[src/rtl/conv_window_builder.sv]
// conv_window_builder: raster pixel stream -> flattened 5x5 windows for the convolution ALU.
//   clk, rst_n            : clock, asynchronous active-low reset
//   pix_in/pix_sof        : pixel byte and start-of-frame marker, qualified by pix_valid
//   pix_valid/pix_ready   : input handshake
//   win_flat              : 5x5 window, element r*5+c at bits [(r*5+c)*8 +: 8], r=0 oldest row
//   win_valid/win_ready   : output handshake
//   frame_done            : one-cycle pulse after the last pixel of a frame is accepted
//   win_row/win_col       : top-left coordinate of the window (only with CONV_WIN_COORD_EN)
module conv_window_builder #(
  parameter int IMG_WIDTH  = 16,
  parameter int IMG_HEIGHT = 16
) (
  input  logic         clk,
  input  logic         rst_n,
  input  logic [7:0]   pix_in,
  input  logic         pix_sof,
  input  logic         pix_valid,
  output logic         pix_ready,
  output logic [199:0] win_flat,
  output logic         win_valid,
  input  logic         win_ready,
  output logic         frame_done
`ifdef CONV_WIN_COORD_EN
  ,
  output logic [7:0]   win_row,
  output logic [7:0]   win_col
`endif
);
  localparam int CW = $clog2(IMG_WIDTH);
  localparam logic [7:0] COL_LAST = 8'(IMG_WIDTH - 1);
  localparam logic [7:0] ROW_LAST = 8'(IMG_HEIGHT - 1);
  logic [7:0]   col_q, col_d, row_q, row_d, col_e, row_e;
  logic [199:0] win_q, win_d;
  logic         win_valid_q, win_valid_d, frame_done_q, frame_done_d;
  logic         pix_acc, emit;
  logic [7:0]   lb_q [4][IMG_WIDTH];
  logic [7:0]   col_pix [5];
  logic [CW-1:0] lb_idx;
`ifdef CONV_WIN_COORD_EN
  logic [7:0]   win_row_q, win_row_d, win_col_q, win_col_d;
  assign win_row = win_row_q;
  assign win_col = win_col_q;
`endif
  assign pix_ready  = rst_n && (!win_valid_q || win_ready);
  assign pix_acc    = pix_valid && pix_ready;
  assign win_flat   = win_q;
  assign win_valid  = win_valid_q;
  assign frame_done = frame_done_q;
  always_comb begin
    // a start-of-frame pixel is always (0,0), whatever the counters say
    col_e  = pix_sof ? '0 : col_q;
    row_e  = pix_sof ? '0 : row_q;
    lb_idx = col_e[CW-1:0];
    col_pix[0] = lb_q[3][lb_idx];
    col_pix[1] = lb_q[2][lb_idx];
    col_pix[2] = lb_q[1][lb_idx];
    col_pix[3] = lb_q[0][lb_idx];
    col_pix[4] = pix_in;
    emit  = pix_acc && row_e >= 8'd4 && col_e >= 8'd4;
    col_d = col_q;
    row_d = row_q;
    win_d = win_q;
    if (pix_acc) begin
      col_d = (col_e == COL_LAST) ? '0 : col_e + 8'd1;
      row_d = (col_e != COL_LAST) ? row_e : (row_e == ROW_LAST) ? '0 : row_e + 8'd1;
      // each window row shifts one column left; the new column enters at c=4 (top bits)
      for (int r = 0; r < 5; r++) win_d[r*40 +: 40] = {col_pix[r], win_q[r*40+8 +: 32]};
    end
    // the window register only moves on pix_acc, which is blocked while a window is held
    win_valid_d  = emit || (win_valid_q && !win_ready);
    frame_done_d = pix_acc && row_e == ROW_LAST && col_e == COL_LAST;
`ifdef CONV_WIN_COORD_EN
    win_row_d = emit ? row_e - 8'd4 : win_row_q;
    win_col_d = emit ? col_e - 8'd4 : win_col_q;
`endif
  end
  always_ff @(posedge clk or negedge rst_n) begin
    if (!rst_n) begin
      col_q        <= '0;
      row_q        <= '0;
      win_q        <= '0;
      win_valid_q  <= 1'b0;
      frame_done_q <= 1'b0;
`ifdef CONV_WIN_COORD_EN
      win_row_q    <= '0;
      win_col_q    <= '0;
`endif
    end else begin
      col_q        <= col_d;
      row_q        <= row_d;
      win_q        <= win_d;
      win_valid_q  <= win_valid_d;
      frame_done_q <= frame_done_d;
`ifdef CONV_WIN_COORD_EN
      win_row_q    <= win_row_d;
      win_col_q    <= win_col_d;
`endif
    end
  end
  // line buffers hold no reset: stale rows are never emitted
  always_ff @(posedge clk) begin
    if (pix_acc) begin
      lb_q[3][lb_idx] <= lb_q[2][lb_idx];
      lb_q[2][lb_idx] <= lb_q[1][lb_idx];
      lb_q[1][lb_idx] <= lb_q[0][lb_idx];
      lb_q[0][lb_idx] <= pix_in;
    end
  end
endmodule

[config.mk]
export PLATFORM = sky130hd
export DESIGN_NAME = conv_window_builder
export DESIGN_NICKNAME = d
export VERILOG_FILES = /design/src/rtl/conv_window_builder.sv
export SDC_FILE = /design/constraint.sdc
export NUM_CORES = 1
export LEC_CHECK = 0
export ABC_AREA = 1
export CORE_AREA = 4 4 355 357
export CTS_BUF_LIST = sky130_fd_sc_hd__clkbuf_4
export DETAILED_ROUTE_END_ITERATION = 10
export DIE_AREA = 0 0 359 361
export GPL_TIMING_DRIVEN = 0
export RECOVER_POWER = 50
export SLEW_MARGIN = 20
export SYNTH_ARGS = -nofsm -noshare
export SYNTH_HDL_FRONTEND = slang
export SYNTH_SLANG_ARGS = --single-unit
[constraint.sdc]
create_clock -name clk -period 3.6 [get_ports clk]
set_input_delay 0.36 -clock clk [delete_from_list [all_inputs] [get_ports clk]]
set_output_delay 0.36 -clock clk [all_outputs]
set_load 0.01 [all_outputs]
==> results.rst <==
.. list-table::
   :header-rows: 1

   * - Metric
     - Value
   * - Maximum resistive drop on vdd
     - 0.296 mV
   * - Number of DRC violations after detailed-routing iteration 0
     - 2355
   * - Worst rel slew slack
     - -52.8%
   * - Area of the core
     - 123000 um^2
   * - Number of distinct standard cells referenced by the synthesized netlist
     - 30
   * - Residual DRC count
     - 0
   * - Violated checks
     - capacitance limit, slew limit
   * - Ys Warns
     - 0
   * - Top Ports
     - 216
   * - Clock tree from TritonCTS
     - yes
   * - Post-DP HPWL
     - 70200 um
   * - Worst-path clk slew
     - 0.08 ns
   * - Category of the most critical setup path
     - reg -> reg
   * - Residual antenna-violating net count after detailed routing
     - 0
   * - Die Area
     - 130000 um^2
   * - Final critical-path share of the clock period
     - 95.7%
   * - Quantity of I/O buffers inserted on ports
     - 215
   * - Slew at the pin with the worst max-slew slack
     - 2.29 ns
   * - Post-synth net total
     - 3081
   * - Post-synthesis instance total
     - 3062
   * - Fraction of post-synthesis cell area in the top cell type by area
     - 50.4%
   * - Count of placed standard cells in the final layout, fillers left out
     - 5268
   * - Critical Path Start Type
     - flip-flop
   * - Dominant synthesized flop cell
     - sky130_fd_sc_hd__edfxtp_1
   * - Final worst path period need
     - 3.45 ns
   * - Mean instance size in the synthesized netlist
     - 9.97 um^2
   * - Core Rows
     - 129
   * - GRT Residual Overflow
     - 0
   * - Overall track demand over capacity in global routing
     - 14.8%
   * - Total clock sinks
     - 730
   * - Fraction of layout cells with a size suffix above 1
     - 11.0%
   * - Count of filler cells inserted in the layout
     - 12700
   * - Smallest hold slack
     - 0.341 ns
   * - Final Hold Viols
     - 0
   * - Largest buffer count on any clock path
     - 3
   * - Static leakage
     - 16.8 nW
   * - Register-to-register path setup slack
     - 0.15 ns
   * - Worst clock skew
     - 0.0863 ns
   * - Antenna violations before repair
     - 6
   * - Most frequent cells in the layout
     - 952 x sky130_fd_sc_hd__nand2_1, 512 x sky130_fd_sc_hd__edfxtp_1, 462 x sky130_fd_sc_hd__inv_1
   * - Nets@finish
     - 3515
   * - Maximum net fanout on the critical path
     - 18
   * - Library cell occupying the most area in the post-synthesis netlist
     - sky130_fd_sc_hd__edfxtp_1
   * - Arrival time at the worst endpoint
     - 4.12 ns
   * - First drt pass iteration count
     - 6
   * - Sequential area share after synthesis
     - 68.3%
   * - Outcome
     - complete, but fails checks
   * - Count of flip-flops with a built-in enable after synthesis
     - 512
   * - CTS root buffer
     - sky130_fd_sc_hd__clkbuf_4
   * - Most area-consuming cells after synthesis
     - sky130_fd_sc_hd__edfxtp_1 50%, sky130_fd_sc_hd__dfrtp_1 18%, sky130_fd_sc_hd__nand2_1 12%, sky130_fd_sc_hd__inv_1 5.7%, sky130_fd_sc_hd__nand3_1 4.5%
   * - Count of state elements after synthesis
     - 730
   * - Wire length reported by the detailed router
     - 98600 um
   * - Number of buffers created by CTS
     - 178
   * - Leading cell type in the layout, fill and taps excluded
     - sky130_fd_sc_hd__nand2_1
   * - Global-route wire length before repair
     - 145000 um
   * - Worst endpoint required time
     - 4.27 ns
   * - Initial Util
     - 24.8%
   * - Endpoint kind of the worst setup timing path
     - flip-flop
   * - Global placement routability congestion
     - 0.894
   * - Source-to-sink clock delay at the later pin of the worst-skew pair
     - 1.05 ns
   * - Via count of the first global-routing pass
     - 22300
   * - Fmax achieved
     - 0.290 GHz
   * - Clock H-tree levels
     - 4
   * - Unrepaired setup endpoints after global routing
     - no
   * - Die X
     - 359 um
   * - Total power divided by cell area
     - 574 nW/um^2
   * - Hold Crit Class
     - in -> reg
   * - Inst Count DP
     - 4939
   * - Number of setup violations in the final report
     - 0
   * - Via density
     - 4.41
   * - Largest net degree at the start of global routing
     - 93
   * - Share of flip-flops with an asynchronous set or reset
     - 29.9%
   * - Die Ht
     - 361 um
   * - Drt wl/cell
     - 18.7 um
   * - Area of the mapped netlist
     - 30500 um^2
   * - Max-capacitance violation count
     - 1
   * - Total number of vias
     - 23200
   * - Synth-to-Final Area Change
     - 24.1%
   * - Max Slew Vio Count
     - 93
[Yosys cell counts, types with 4 or more instances]
library cell / count
sky130_fd_sc_hd__edfxtp_1: 512
sky130_fd_sc_hd__buf_2: 59
sky130_fd_sc_hd__nand4_1: 29
sky130_fd_sc_hd__o21ai_0: 220
sky130_fd_sc_hd__inv_1: 462
sky130_fd_sc_hd__clkbuf_1: 71
sky130_fd_sc_hd__buf_4: 4
sky130_fd_sc_hd__o21ai_1: 25
sky130_fd_sc_hd__dfrtp_1: 218
sky130_fd_sc_hd__buf_1: 18
sky130_fd_sc_hd__nand3_1: 273
sky130_fd_sc_hd__nor2_1: 186
sky130_fd_sc_hd__nand2_1: 952
sky130_fd_sc_hd__ha_1: 6
[kinds of logic after synthesis]
group,synth area share [%]
buf+inv,7.91
flops,68.3
xor+xnor,0.0861
fa+ha+maj,0.246
compound gates,4.25
simple gates,19.3
[registers in the layout, indices dropped and copies added, names as in the netlist]
name and cells:
lb_q 512, win_valid 1, frame_done 1, col_q 8
row_q 8, win_flat 200
[report_power, final]
part / leakage, nW / total (W) / internal, W / switching [W]
clock network: 1.34 / 0.00679 / 0.00342 / 0.00337
logic: 8.00 / 0.00439 / 0.00149 / 0.00290
registers: 7.41 / 0.0106 / 0.0101 / 0.000457
total: 16.8 / 0.0217 / 0.0150 / 0.00673
[routing by layer]
metal  track usage, %  share of wire, %
met1             18.3                40
met4             5.79               3.8
met3             3.44               8.4
met2             25.2                48
met5                0            0.0071
[worst max-delay path, cell delays in order, from the launching register on]
cell	delay [ns]
sky130_fd_sc_hd__dfrtp_1	0.35
sky130_fd_sc_hd__buf_4	0.23
sky130_fd_sc_hd__inv_2	0.17
sky130_fd_sc_hd__nor2_1	0.19
sky130_fd_sc_hd__buf_2	0.36
sky130_fd_sc_hd__buf_2	0.33
sky130_fd_sc_hd__ha_1	0.25
sky130_fd_sc_hd__nand2_1	0.24
sky130_fd_sc_hd__nor2_4	0.65
sky130_fd_sc_hd__buf_12	0.28
[metrics by stage]
step	setup WS, ns	power, W	area [um^2]	util (%)	setup TNS [ns]
final	0.153	0.0217	37900	30.8	0
after detailed placement	-0.574	0.0153	35500	28.8	-201.23
after global routing	0.0649	0.0228	37900	30.8	0
after global placement	-10.19	0.0152	34700	28.2	-8210.12
after CTS	0.202	0.0222	38000	30.9	0
after floorplan	0.444	0.0126	30500	-	0
[path summary, 6_finish.rpt]
kind	from	to	depth (start not counted)
setup / recovery	col_q[0]	lb_q[0][38]	9
hold / removal	pix_in[7]	win_flat[199]	3
setup reg to reg	col_q[0]	lb_q[0][38]	9
hold reg to reg	win_flat[42]	win_flat[42]	2
max in group asynchronous	rst_n	win_flat[59]	10
min in group asynchronous	rst_n	win_flat[104]	10
[layout make-up]
| cell class | instances | area [um^2] | share of cell area [%] |
|---|---|---|---|
| tap | 1637 | 2050 | 5.41 |
| inverter | 467 | 1750 | 4.63 |
| clock inverter | 46 | 255 | 0.674 |
| sequential | 730 | 20800 | 55.0 |
| timing repair buffer | 254 | 2970 | 7.85 |
| clock buffer | 262 | 1970 | 5.19 |
| buffer | 152 | 656 | 1.73 |
| antenna | 7 | 17.5 | 0.0463 |
| multi-input combinational | 1713 | 7370 | 19.5 |
[timing repair]
action                                  CTS  global route
setup buffers                             0             2
hold endpoints to repair                219             0
endpoints found under the setup margin    0            23
hold buffers                             12             0
gates resized for setup                   0             2
No activity file was read; power rests on OpenSTA's default activity.
